$ cat config.mk
export PLATFORM = sky130hd
export DESIGN_NAME = lcd_bus_responder
export DESIGN_NICKNAME = d
export VERILOG_FILES = /design/src/rtl/lcd_bus_pkg.sv /design/src/rtl/lcd_ac_step.sv /design/src/rtl/lcd_bus_responder.sv
export SDC_FILE = /design/constraint.sdc
export NUM_CORES = 1
export LEC_CHECK = 0
export ABC_AREA = 1
export CAP_MARGIN = 20
export CORE_ASPECT_RATIO = 1.4
export CORE_UTILIZATION = 25
export DETAILED_ROUTE_END_ITERATION = 6
export HOLD_SLACK_MARGIN = 0.12
export PLACE_DENSITY_LB_ADDON = 0.1
export SETUP_SLACK_MARGIN = 0.02
export SLEW_MARGIN = 15
export SYNTH_ARGS = -nofsm -noshare
export SYNTH_HDL_FRONTEND = slang
export SYNTH_HIERARCHICAL = 1
export SYNTH_SLANG_ARGS = --single-unit
$ cat constraint.sdc
create_clock -name CLK -period 3 [get_ports CLK]
set_clock_uncertainty 0.1 [all_clocks]
set_input_delay 0.45 -clock CLK [delete_from_list [all_inputs] [get_ports CLK]]
set_output_delay 0.45 -clock CLK [all_outputs]
set_load 0.02 [all_outputs]
$ cat src/rtl/lcd_bus_pkg.sv
// Shared constants, opcode masks and decode helpers for the HD44780-style bus responder.
// Covers the DDRAM address map, the AC wrap points and instruction classification.
package lcd_bus_pkg;

   localparam logic [6:0] LINE1_BASE   = 7'h00;
   localparam logic [6:0] LINE2_BASE   = 7'h40;
   localparam int         LINE_LEN     = 16;
   localparam int         DDRAM_DEPTH  = 2 * LINE_LEN;
   localparam int         CLEAR_CYCLES = 32;
   localparam logic [7:0] SPACE        = 8'h20;
   localparam logic [6:0] WRAP_HI1     = 7'h27;
   localparam logic [6:0] WRAP_HI2     = 7'h67;

   localparam logic [7:0] OP_SET_DDRAM = 8'h80;
   localparam logic [7:0] OP_SET_CGRAM = 8'h40;
   localparam logic [7:0] OP_FUNC_SET  = 8'h20;
   localparam logic [7:0] OP_SHIFT     = 8'h10;
   localparam logic [7:0] OP_DISP_CTRL = 8'h08;
   localparam logic [7:0] OP_ENTRY     = 8'h04;
   localparam logic [7:0] OP_HOME      = 8'h02;
   localparam logic [7:0] OP_CLEAR     = 8'h01;

   typedef enum logic [3:0] {
      INS_NOP,
      INS_CLEAR,
      INS_HOME,
      INS_ENTRY,
      INS_DISP,
      INS_SHIFT,
      INS_FUNC,
      INS_CGRAM,
      INS_DDRAM
   } ins_e;

   typedef enum logic {
      ST_IDLE,
      ST_CLEAR
   } state_e;

   typedef struct packed {
      logic       valid;
      logic [4:0] idx;
   } ddram_ref_t;

   // The highest set opcode bit selects the instruction.
   function automatic ins_e decode_ins(input logic [7:0] d);
      if      ((d & OP_SET_DDRAM) != 8'h00) return INS_DDRAM;
      else if ((d & OP_SET_CGRAM) != 8'h00) return INS_CGRAM;
      else if ((d & OP_FUNC_SET)  != 8'h00) return INS_FUNC;
      else if ((d & OP_SHIFT)     != 8'h00) return INS_SHIFT;
      else if ((d & OP_DISP_CTRL) != 8'h00) return INS_DISP;
      else if ((d & OP_ENTRY)     != 8'h00) return INS_ENTRY;
      else if ((d & OP_HOME)      != 8'h00) return INS_HOME;
      else if ((d & OP_CLEAR)     != 8'h00) return INS_CLEAR;
      else                                  return INS_NOP;
   endfunction

   function automatic ddram_ref_t map_ac(input logic [6:0] ac);
      ddram_ref_t r;
      r.idx   = {ac[6], ac[3:0]};
      r.valid = (ac[6:4] == LINE1_BASE[6:4]) || (ac[6:4] == LINE2_BASE[6:4]);
      return r;
   endfunction

endpackage

$ cat src/rtl/lcd_ac_step.sv
// Next address-counter value for one step in either direction.
// Wraps line 1 end into line 2 and back; unmapped values step mod 128.
module lcd_ac_step
   import lcd_bus_pkg::*;
(
   input  logic [6:0] ac,
   input  logic       inc,
   output logic [6:0] ac_next
);

   always_comb begin
      ac_next = inc ? (ac + 7'd1) : (ac - 7'd1);
      if (inc && (ac == WRAP_HI1))        ac_next = LINE2_BASE;
      else if (inc && (ac == WRAP_HI2))   ac_next = LINE1_BASE;
      else if (!inc && (ac == LINE2_BASE)) ac_next = WRAP_HI1;
      else if (!inc && (ac == LINE1_BASE)) ac_next = WRAP_HI2;
   end

endmodule

$ cat src/rtl/lcd_bus_responder.sv
// Display-side responder for the 8-bit LCD bus: decodes writes into DDRAM/AC/mode state,
// answers status and data reads, and exposes DDRAM through a registered side port.
module lcd_bus_responder
   import lcd_bus_pkg::*;
#(
   parameter int BUSY_SHORT = 0,
   parameter int BUSY_LONG  = 0
)
(
   input  logic       CLK,
   input  logic       RESETN,
   input  logic       LCD_E,
   input  logic       LCD_RS,
   input  logic       LCD_RW,
   input  logic [7:0] LCD_DATA_IN,
   output logic [7:0] LCD_DATA_OUT,
   output logic       LCD_DATA_OE,
   input  logic [4:0] RD_ADDR,
   output logic [7:0] RD_CHAR,
   output logic [6:0] CUR_ADDR,
   output logic       DISP_ON,
   output logic       CURSOR_ON,
   output logic       BLINK_ON,
   output logic       ENTRY_ID,
   output logic       ENTRY_S,
   output logic       LINES2,
   output logic       BUSY,
   output logic       ERR_BUSY
);

   localparam int BUSY_W = 16;
   localparam logic [BUSY_W-1:0] SHORT_LD = BUSY_W'(BUSY_SHORT);
   localparam logic [BUSY_W-1:0] HOME_LD  = BUSY_W'(BUSY_LONG);
   localparam logic [BUSY_W-1:0] CLEAR_LD =
      (BUSY_LONG > CLEAR_CYCLES) ? BUSY_W'(BUSY_LONG) : BUSY_W'(CLEAR_CYCLES);

   logic              e1_q, e1_d, e2_q, e2_d, e2_prev_q, e2_prev_d;
   logic              rs_q, rs_d, rw_q, rw_d;
   logic [7:0]        data_q, data_d;
   logic [6:0]        ac_q, ac_d;
   logic              entry_id_q, entry_id_d, entry_s_q, entry_s_d;
   logic              disp_on_q, disp_on_d, cursor_on_q, cursor_on_d;
   logic              blink_on_q, blink_on_d, lines2_q, lines2_d;
   logic [BUSY_W-1:0] busy_cnt_q, busy_cnt_d;
   logic              err_busy_q, err_busy_d;
   state_e            state_q, state_d;
   logic [4:0]        clr_idx_q, clr_idx_d;
   logic [7:0]        ddram_q [DDRAM_DEPTH];
   logic [7:0]        ddram_d [DDRAM_DEPTH];
   logic [7:0]        data_out_q, data_out_d;
   logic              data_oe_q, data_oe_d;
   logic [7:0]        rd_char_q, rd_char_d;

   logic       busy, fall, read_now, is_shift, step_inc;
   ins_e       ins;
   ddram_ref_t ac_ref;
   logic [6:0] ac_stepped;

   assign busy     = (busy_cnt_q != '0);
   assign fall     = e2_prev_q & ~e2_q;
   assign read_now = e1_q & LCD_RW;
   assign ins      = decode_ins(data_q);
   assign ac_ref   = map_ac(ac_q);
   assign is_shift = ~rs_q & ~rw_q & (ins == INS_SHIFT);
   // Cursor shift takes its direction from the opcode; data accesses follow entry mode.
   assign step_inc = is_shift ? data_q[2] : entry_id_q;

   lcd_ac_step u_ac_step (
      .ac      (ac_q),
      .inc     (step_inc),
      .ac_next (ac_stepped)
   );

   // NOTE: every variable gets its hold value first so no path leaves it unassigned (no latches).
   always_comb begin
      e1_d        = LCD_E;
      e2_d        = e1_q;
      e2_prev_d   = e2_q;
      rs_d        = e2_q ? LCD_RS      : rs_q;
      rw_d        = e2_q ? LCD_RW      : rw_q;
      data_d      = e2_q ? LCD_DATA_IN : data_q;
      ac_d        = ac_q;
      entry_id_d  = entry_id_q;
      entry_s_d   = entry_s_q;
      disp_on_d   = disp_on_q;
      cursor_on_d = cursor_on_q;
      blink_on_d  = blink_on_q;
      lines2_d    = lines2_q;
      busy_cnt_d  = busy ? (busy_cnt_q - BUSY_W'(1)) : busy_cnt_q;
      err_busy_d  = err_busy_q;
      state_d     = state_q;
      clr_idx_d   = clr_idx_q;
      ddram_d     = ddram_q;
      data_oe_d   = read_now;
      data_out_d  = 8'h00;
      rd_char_d   = ddram_q[RD_ADDR];

      case (state_q)
         ST_CLEAR: begin
            ddram_d[clr_idx_q] = SPACE;
            clr_idx_d          = clr_idx_q + 5'd1;
            if (clr_idx_q == 5'(DDRAM_DEPTH - 1)) state_d = ST_IDLE;
         end
         default: ;
      endcase

      if (fall) begin
         if (rw_q) begin
            if (rs_q) ac_d = ac_stepped;
         end else if (busy) begin
            err_busy_d = 1'b1;
         end else if (rs_q) begin
            busy_cnt_d = SHORT_LD;
            if (ac_ref.valid) ddram_d[ac_ref.idx] = data_q;
            ac_d = ac_stepped;
         end else begin
            busy_cnt_d = SHORT_LD;
            case (ins)
               INS_DDRAM: ac_d = data_q[6:0];
               INS_FUNC:  lines2_d = data_q[3];
               INS_SHIFT: if (!data_q[3]) ac_d = ac_stepped;
               INS_DISP: begin
                  disp_on_d   = data_q[2];
                  cursor_on_d = data_q[1];
                  blink_on_d  = data_q[0];
               end
               INS_ENTRY: begin
                  entry_id_d = data_q[1];
                  entry_s_d  = data_q[0];
               end
               INS_HOME: begin
                  ac_d       = 7'h00;
                  busy_cnt_d = HOME_LD;
               end
               INS_CLEAR: begin
                  ac_d       = 7'h00;
                  entry_id_d = 1'b1;
                  busy_cnt_d = CLEAR_LD;
                  clr_idx_d  = 5'd0;
                  state_d    = ST_CLEAR;
               end
               default: ;
            endcase
         end
      end

      if (read_now) begin
         if (LCD_RS) data_out_d = ac_ref.valid ? ddram_q[ac_ref.idx] : SPACE;
         else        data_out_d = {busy, ac_q};
      end
   end

   // NOTE: sequential state uses non-blocking assignments only, so all flops update together.
   always_ff @(posedge CLK) begin
      if (!RESETN) begin
         e1_q        <= 1'b0;
         e2_q        <= 1'b0;
         e2_prev_q   <= 1'b0;
         rs_q        <= 1'b0;
         rw_q        <= 1'b0;
         data_q      <= 8'h00;
         ac_q        <= 7'h00;
         entry_id_q  <= 1'b1;
         entry_s_q   <= 1'b0;
         disp_on_q   <= 1'b0;
         cursor_on_q <= 1'b0;
         blink_on_q  <= 1'b0;
         lines2_q    <= 1'b0;
         busy_cnt_q  <= '0;
         err_busy_q  <= 1'b0;
         state_q     <= ST_IDLE;
         clr_idx_q   <= 5'd0;
         // NOTE: DDRAM is a small flop array, so it is reset directly instead of via a clear sweep.
         ddram_q     <= '{default: SPACE};
         data_out_q  <= 8'h00;
         data_oe_q   <= 1'b0;
         rd_char_q   <= 8'h00;
      end else begin
         e1_q        <= e1_d;
         e2_q        <= e2_d;
         e2_prev_q   <= e2_prev_d;
         rs_q        <= rs_d;
         rw_q        <= rw_d;
         data_q      <= data_d;
         ac_q        <= ac_d;
         entry_id_q  <= entry_id_d;
         entry_s_q   <= entry_s_d;
         disp_on_q   <= disp_on_d;
         cursor_on_q <= cursor_on_d;
         blink_on_q  <= blink_on_d;
         lines2_q    <= lines2_d;
         busy_cnt_q  <= busy_cnt_d;
         err_busy_q  <= err_busy_d;
         state_q     <= state_d;
         clr_idx_q   <= clr_idx_d;
         ddram_q     <= ddram_d;
         data_out_q  <= data_out_d;
         data_oe_q   <= data_oe_d;
         rd_char_q   <= rd_char_d;
      end
   end

   assign LCD_DATA_OUT = data_out_q;
   assign LCD_DATA_OE  = data_oe_q;
   assign RD_CHAR      = rd_char_q;
   assign CUR_ADDR     = ac_q;
   assign DISP_ON      = disp_on_q;
   assign CURSOR_ON    = cursor_on_q;
   assign BLINK_ON     = blink_on_q;
   assign ENTRY_ID     = entry_id_q;
   assign ENTRY_S      = entry_s_q;
   assign LINES2       = lines2_q;
   assign BUSY         = busy;
   assign ERR_BUSY     = err_busy_q;

endmodule

---- Yosys cells after proc, flatten, opt, wreduce, memory -nomap -nowiden ----
Cells that the tools add are included.
cells by class
  $add $sub $neg .......................... 4
  $lt $le $gt $ge ......................... 5
  equality and inequality tests ........... 15
  muxes and demuxes ....................... 59
  bitwise gates (word level) .............. 14
  reduce and logical (&&, ||, !) cells .... 21
operators with widths
  cell                                                                           count
  256-bit two-way mux                                                            6
  256-bit bitwise mux                                                            1
  224-bit AND                                                                    1
  224-bit inverter                                                               1
  8-bit binary-select mux with 5-bit select                                      2
  8-bit demux with 5-bit select                                                  2
  7-bit two-way mux                                                              10
  16-bit two-way mux                                                             4
  8-bit two-way mux                                                              8
  32-bit OR                                                                      1
  5-bit two-way mux                                                              6
  5-bit AND reduction                                                            5
  7-bit case mux with 3 select lines                                             1
  6-bit greater-or-equal comparator (second input constant)                      3
  5-bit inverter with 6-bit output                                               3
  16-bit nonzero test                                                            1
  16-bit by 1-bit subtractor with 16-bit output (second input constant)          1
  7-bit == test (second input constant)                                          2
  4-bit by 3-bit == test with 1-bit output (second input constant)               3
  6-bit by 1-bit less-than comparator with 1-bit output (second input constant)  2
  4-bit two-way mux                                                              3
  6-bit two-way mux                                                              2
  1-bit two-way mux                                                              9
  4-bit by 2-bit == test with 1-bit output (second input constant)               2
  25 further kinds                                                               39
storage, ports and cells
  flip-flop bits (word level) ............. 322
  input bits .............................. 18
  output and inout bits ................... 32
  word-level logic and storage cells ...... 170

---- Logic depth before layout (Yosys ltp) ----
  depth in word-level cells ............... 22
  mapped depth ............................ 27
  depth with buffers taken out ............ 26

---- By module ----
The synthesis kept the hierarchy.
by module, submodules not included
  module             times used  cells an instance  area an instance (um^2)  sequential area each (um^2)
  lcd_bus_responder  1           2451               17352.9                  6446.2
  lcd_ac_step        1           80                 454.2                    0.0

---- Least setup slack after synthesis ----
Ideal clock, no wire load.
  kind .................................... reg2reg
  start point ............................. register data_q[2]
  end point ............................... register ac_q[3], in the netlist CUR_ADDR[3]
  library setup time ...................... 0.113 ns
  arrival ................................. 2.944 ns
  data required time ...................... 2.787 ns
  path slack .............................. -0.157 ns
  cell stages (with the launch flop) ...... 24
  buffers on the path ..................... 1
  period minus slack after synthesis ...... 3.157 ns
  cell sequence ........................... dfxtp_1 inv_1 nand2_1 nand2_1 nand2_1 inv_1 nor2_1 inv_1 nand3_1 buf_2 inv_1 nand3_1 o21ai_0 inv_1 ha_1 nand2_1 nand2_1 a31oi_1 xor2_1 nor2_1 nand2_1 nand2_1 nor2_1 nor2_1
between the ends
  cells in the longest elaborated chain, start to end .. 20
  elaborated cells between the ends (all ways) .. 32
  classes of those cells .................. eq/ne: 5; mux: 18; bitwise: 1; reduce/logical: 8
ends and longest elaborated chain
  element                                   line                      text
  start: declaration                        lcd_bus_responder.sv:39   logic [7:0] data_q, data_d;
  start signal: assignment                  lcd_bus_responder.sv:184  data_q <= data_d;
  2-bit two-way mux                         lcd_bus_pkg.sv:52         else if ((d & OP_ENTRY) != 8'h00) return INS_ENTRY;
  3-bit two-way mux                         lcd_bus_pkg.sv:51         else if ((d & OP_DISP_CTRL) != 8'h00) return INS_DISP;
  3-bit two-way mux                         lcd_bus_pkg.sv:50         else if ((d & OP_SHIFT) != 8'h00) return INS_SHIFT;
  4-bit two-way mux                         lcd_bus_pkg.sv:49         else if ((d & OP_FUNC_SET) != 8'h00) return INS_FUNC;
  4-bit two-way mux                         lcd_bus_pkg.sv:48         else if ((d & OP_SET_CGRAM) != 8'h00) return INS_CGRAM;
  4-bit two-way mux                         lcd_bus_pkg.sv:47         if ((d & OP_SET_DDRAM) != 8'h00) return INS_DDRAM;
  4-bit by 3-bit == test with 1-bit output  lcd_bus_responder.sv:64   assign is_shift = ~rs_q & ~rw_q & (ins == INS_SHIFT);
  1-bit AND                                 lcd_bus_responder.sv:64
  [1 not listed]                            --
  via step_inc                              lcd_bus_responder.sv:54   logic busy, fall, read_now, is_shift, step_inc;
  [4 not listed]                            --
  7-bit two-way mux                         lcd_ac_step.sv:14         else if (inc && (ac == WRAP_HI2)) ac_next = LINE1_BASE;
  7-bit two-way mux *                       lcd_ac_step.sv:13         if (inc && (ac == WRAP_HI1)) ac_next = LINE2_BASE;
  via ac_stepped[3]                         lcd_bus_responder.sv:57   logic [6:0] ac_stepped;
  7-bit two-way mux                         lcd_bus_responder.sv:121  INS_SHIFT: if (!data_q[3]) ac_d = ac_stepped;
  7-bit case mux with 3 select lines        lcd_bus_responder.sv:118  case (ins)
  7-bit two-way mux                         lcd_bus_responder.sv:112  end else if (rs_q) begin
  7-bit two-way mux                         lcd_bus_responder.sv:110  end else if (busy) begin
  7-bit two-way mux *                       lcd_bus_responder.sv:108  if (rw_q) begin
  end signal: assignment                    lcd_bus_responder.sv:162  ac_q <= 7'h00;
  end signal: assignment                    lcd_bus_responder.sv:185  ac_q <= ac_d;
  end: declaration                          lcd_bus_responder.sv:40   logic [6:0] ac_q, ac_d;
The timed path passes the listed nets; every way through them passes the cells marked *. The select of a mux whose other input is x is not followed.
A chain may end at the register's enable or synchronous reset.

---- Worst setup path after layout ----
  start point ............................. register data_q[1]
  end point ............................... register ac_q[5], in the netlist CUR_ADDR[5]
between the ends
  cells in the longest elaborated chain, start to end .. 21
  elaborated cells between the ends (all ways) .. 33
  classes of those cells .................. eq/ne: 5; mux: 19; bitwise: 1; reduce/logical: 8
ends and longest elaborated chain
  element                                     line                      text
  2-bit two-way mux *                         lcd_bus_pkg.sv:53         else if ((d & OP_HOME) != 8'h00) return INS_HOME;
  2-bit two-way mux *                         lcd_bus_pkg.sv:52
  3-bit two-way mux *                         lcd_bus_pkg.sv:51
  3-bit two-way mux *                         lcd_bus_pkg.sv:50
  4-bit two-way mux *                         lcd_bus_pkg.sv:49
  4-bit two-way mux *                         lcd_bus_pkg.sv:48
  4-bit two-way mux *                         lcd_bus_pkg.sv:47
  4-bit by 3-bit == test with 1-bit output *  lcd_bus_responder.sv:64
  [2 not listed]                              --
  via step_inc                                lcd_bus_responder.sv:54
  [4 not listed]                              --
  7-bit two-way mux                           lcd_ac_step.sv:14
  7-bit two-way mux *                         lcd_ac_step.sv:13
  via ac_stepped[5]                           lcd_bus_responder.sv:57
  7-bit two-way mux                           lcd_bus_responder.sv:121
  7-bit case mux with 3 select lines          lcd_bus_responder.sv:118
  7-bit two-way mux                           lcd_bus_responder.sv:112
  7-bit two-way mux                           lcd_bus_responder.sv:110
  7-bit two-way mux *                         lcd_bus_responder.sv:108
Marks and branches as above.

==> results.py <==
metrics = {
    "route": {
        "wirelength_um": 78000,
        "routedWlPerCell_um": 22.2,
        "drcViolationCount": 0,
        "drtPass1Iterations": 6,
        "vias": 17900,
        "ant_nets": 0,
        "viasPerCell": 5.10,
        "dr.first_iter.drc_count": 1595,
    },
    "layout": {
        "drive_gt1_frac": 0.130,
        "fin_nets": 2581,
        "syn2layout_area_growth_pct": 18.5,
        "fin_area_mm2": 0.0211,
        "diodes": 0,
        "fin_util": 0.300,
        "fin_cells": 3515,
    },
    "setup_path": {
        "required_ns": 3.37,
        "path_common_cell": "nand2_1",
        "cpLargestDelayFamily": "simple AND/OR/NAND/NOR gates",
        "path_buf_inv": 5,
        "reg2reg_from": "data_q[1]$_SDFFE_PN0P_",
        "r2r-end": "CUR_ADDR[5]$_SDFFE_PN0P_",
        "r2r_slack_ns": 0.23,
        "start_kind": "register",
        "crit_arrival_ns": 3.14,
        "max_stage_delay_ns": 0.33,
        "r2r_cells": 25,
        "critPathKind": "register to register",
        "worst_setup_path_end_kind": "register",
        "cpMaxStageDelayCell": "dfxtp_2",
        "cp_max_fo": 8,
    },
    "sta": {
        "rsz0062_at_grt": "yes",
        "worst_pin_slew_ns": 0.796,
        "finalHoldViolations": 0,
        "setup_viol": 0,
        "max_freq_ghz": 0.361,
        "slew_headroom": 0.467,
        "fin_crit_ns": 2.77,
        "period_share": 0.924,
        "holdWs_ns": 0.244,
        "slew_violations": 0,
    },
    "synthesis": {
        "ys_types": 43,
        "synthAdderAreaFrac": 0.0103,
        "synthArstFlopShare": 0,
        "ys.flop_type": "dfxtp_1",
        "synth_top_area_cell": "dfxtp_1",
        "syn_nets": 2563,
        "synthMuxAreaShare": 0,
        "synthXorXnorAreaFrac": 0.00787,
        "synth_top_family_by_area": "compound AO/OA/AOI/OAI gates",
        "synth-seq-cells": 322,
        "synth_top_area_frac": 0.362,
        "synth_area_mm2": 0.0178,
        "avgSynthCellArea_um2": 7.04,
        "synthSimpleGateAreaFrac": 0.243,
        "seq_area_frac_synth": 0.362,
        "synth_compound_area_frac": 0.297,
        "yosys_warnings": 6,
        "synth_area_leaders": "dfxtp_1 36%, nand2_1 11%, o21ai_0 8.3%",
        "synth-edff-count": 0,
        "synth_cells": 2531,
    },
    "place": {
        "place_area_mm2": 0.0197,
        "hpwl_um": 52500,
        "gp_congestion": 0.851,
        "numPortBuffers": 49,
        "dp.cells": 3438,
    },
    "status": {
        "outcome": "finished, final reports clean",
    },
    "cts": {
        "postCtsHoldBufs": 0,
        "insertion_delay_ns": 0.58,
        "clk_pin_slew_ns": 0.06,
        "cts.sinks": 322,
        "cts_buffers": 40,
        "cts_buffer_depth": 3,
        "cts-root-buf": "clkbuf_16",
        "cts_tree": "yes",
        "cts_max_level": 2,
    },
    "global_route": {
        "grt_pass1_wl_um": 116000,
        "grt_overflow": 0,
        "antenna_found_initial": 2,
        "grt_util_all_layers": 0.216,
        "grt_max_degree": 127,
        "first_global_vias": 17500,
    },
    "hold_path": {
        "holdCritStartpoint": "RESETN",
        "hp-class": "input port to register",
        "holdPathEnd": "ERR_BUSY$_SDFFE_PN0P_",
        "hold_depth": 3,
    },
    "floorplanning": {
        "die_y_um": 318,
        "floorplan.initialDensity": 0.253,
        "die_w_um": 228,
        "core_mm2": 0.0704,
        "std_cell_rows": 115,
        "die_area_mm2": 0.0723,
        "pin_count": 50,
    },
    "power": {
        "power.leakage_nw": 8.08,
        "ir_drop_mv": 0.559,
        "power_density_mw_per_mm2": 534,
    },
    "job": {
        "cap_violations": 0,
    },
}
-- cell families (layout without fill, tap and decap cells) --
group,Yosys count,count (layout)
adder cells (fa/ha/maj),14,14
flip-flops,322,322
AND/OR/NAND/NOR,1037,1037
buffers and inverters,337,385
AO/OA/AOI/OAI,805,805
XOR/XNOR,16,16
-- metal layers --
metal | vias up | global-route usage | share of wire
met5 | - | 0 | 0
met4 | 0 | 0.0908 | 0.042
met3 | 135 | 0.0243 | 0.040
met2 | 491 | 0.382 | 0.50
met1 | 8563 | 0.260 | 0.41
li1 | 8732 | - | -
-- worst max path at each step --
stage	end	cells after the start	from	slack, ns
after floorplan	CUR_ADDR[3]$_SDFFE_PN0P_	23	data_q[2]$_SDFFE_PN0P_	0.08
after global placement	CUR_ADDR[6]$_SDFFE_PN0P_	25	data_q[2]$_SDFFE_PN0P_	0.15
after detailed placement	CUR_ADDR[5]$_SDFFE_PN0P_	24	data_q[2]$_SDFFE_PN0P_	0.14
after CTS	BUSY	5	busy_cnt_q[13]$_SDFF_PN0_	0.03
after global routing	CUR_ADDR[5]$_SDFFE_PN0P_	25	data_q[1]$_SDFFE_PN0P_	-0.07
final	CUR_ADDR[5]$_SDFFE_PN0P_	25	data_q[1]$_SDFFE_PN0P_	0.23
-- report_power, final --
group,internal [mW],switching [mW],leakage [nW]
combinational,0.560,1.15,4.82
sequential,4.40,0.106,2.60
clock,2.93,2.11,0.654
total,7.89,3.37,8.08
-- repair_timing --
item | CTS | global route
endpoints found under the setup margin | 1 | 5
gates resized for setup | 2 | 23
cloned | 0 | 0
setup buffers | 0 | 5
pin swaps | 0 | 3
-- through the flow --
step           setup WS [ns]  TNS, ns  total power, mW
2_1_floorplan         0.0811        0             5.66
6_report               0.228        0             11.3
4_1_cts               0.0348        0             11.4
3_5_place_dp           0.144        0             6.28
5_1_grt              -0.0739   -0.137             11.8
3_3_place_gp           0.150        0             6.28
-- flip-flops by register name (all words and copies together) (netlist names), 5 cells and up --
| register | flops |
|---|---|
| CUR_ADDR | 7 |
| LCD_DATA_OUT | 8 |
| RD_CHAR | 8 |
| busy_cnt_q | 16 |
| clr_idx_q | 5 |
| data_q | 8 |
| ddram_q | 256 |
-- synth_stat cells, types with 5 or more instances --
| library cell | instances |
|---|---|
| a22oi_1 | 94 |
| inv_2 | 7 |
| buf_1 | 9 |
| buf_2 | 28 |
| inv_1 | 145 |
| dfxtp_1 | 322 |
| buf_6 | 12 |
| nand2_4 | 6 |
| o211ai_1 | 34 |
| o221ai_1 | 40 |
| clkbuf_1 | 127 |
| nand4_1 | 26 |
| a21oi_1 | 159 |
| a211oi_1 | 67 |
| nand2_2 | 16 |
| nand2_1 | 514 |
| o22ai_1 | 23 |
| o21ai_0 | 296 |
| nor2_1 | 382 |
| nor3_4 | 6 |
| a211oi_2 | 76 |
| nand3_1 | 55 |
| nor2_2 | 5 |
| buf_4 | 6 |
| a31oi_1 | 7 |
| xor2_1 | 11 |
| nor2_4 | 7 |
| nor3_1 | 8 |
| ha_1 | 13 |
| xnor2_1 | 5 |
-- area by class of cell --
class | instances | area (um2)
Fill cell | 7631 | 49300
Inverter | 155 | 598
Sequential cell | 322 | 6450
Multi-Input combinational cell | 1872 | 10000
Clock buffer | 57 | 1190
Tap cell | 936 | 1170
Clock inverter | 15 | 143
Timing Repair Buffer | 158 | 1540
-- cells in the final DEF, fill, tap and decap left out, types with 12 or more instances in the layout --
cell             Yosys  layout
a211oi_1            67      67
a211oi_2            76      76
a21oi_1            159     159
a22oi_1             94      94
buf_12               0      19
buf_4                6      92
clkbuf_16            0      41
clkdlybuf4s50_1      0      45
dfxtp_1            322     320
ha_1                13      12
inv_1              145     137
nand2_1            514     509
nand2_2             16      21
nand3_1             55      53
nand4_1             26      26
nor2_1             382     377
o211ai_1            34      34
o21ai_0            296     295
o221ai_1            40      40
o22ai_1             23      23
-- worst min-delay path: cells and delay by family --
kind	cells	cell delay, ns
buffers and inverters	2	0.26
AND/OR/NAND/NOR	1	0.15
Power figures use the tool's default switching activity.
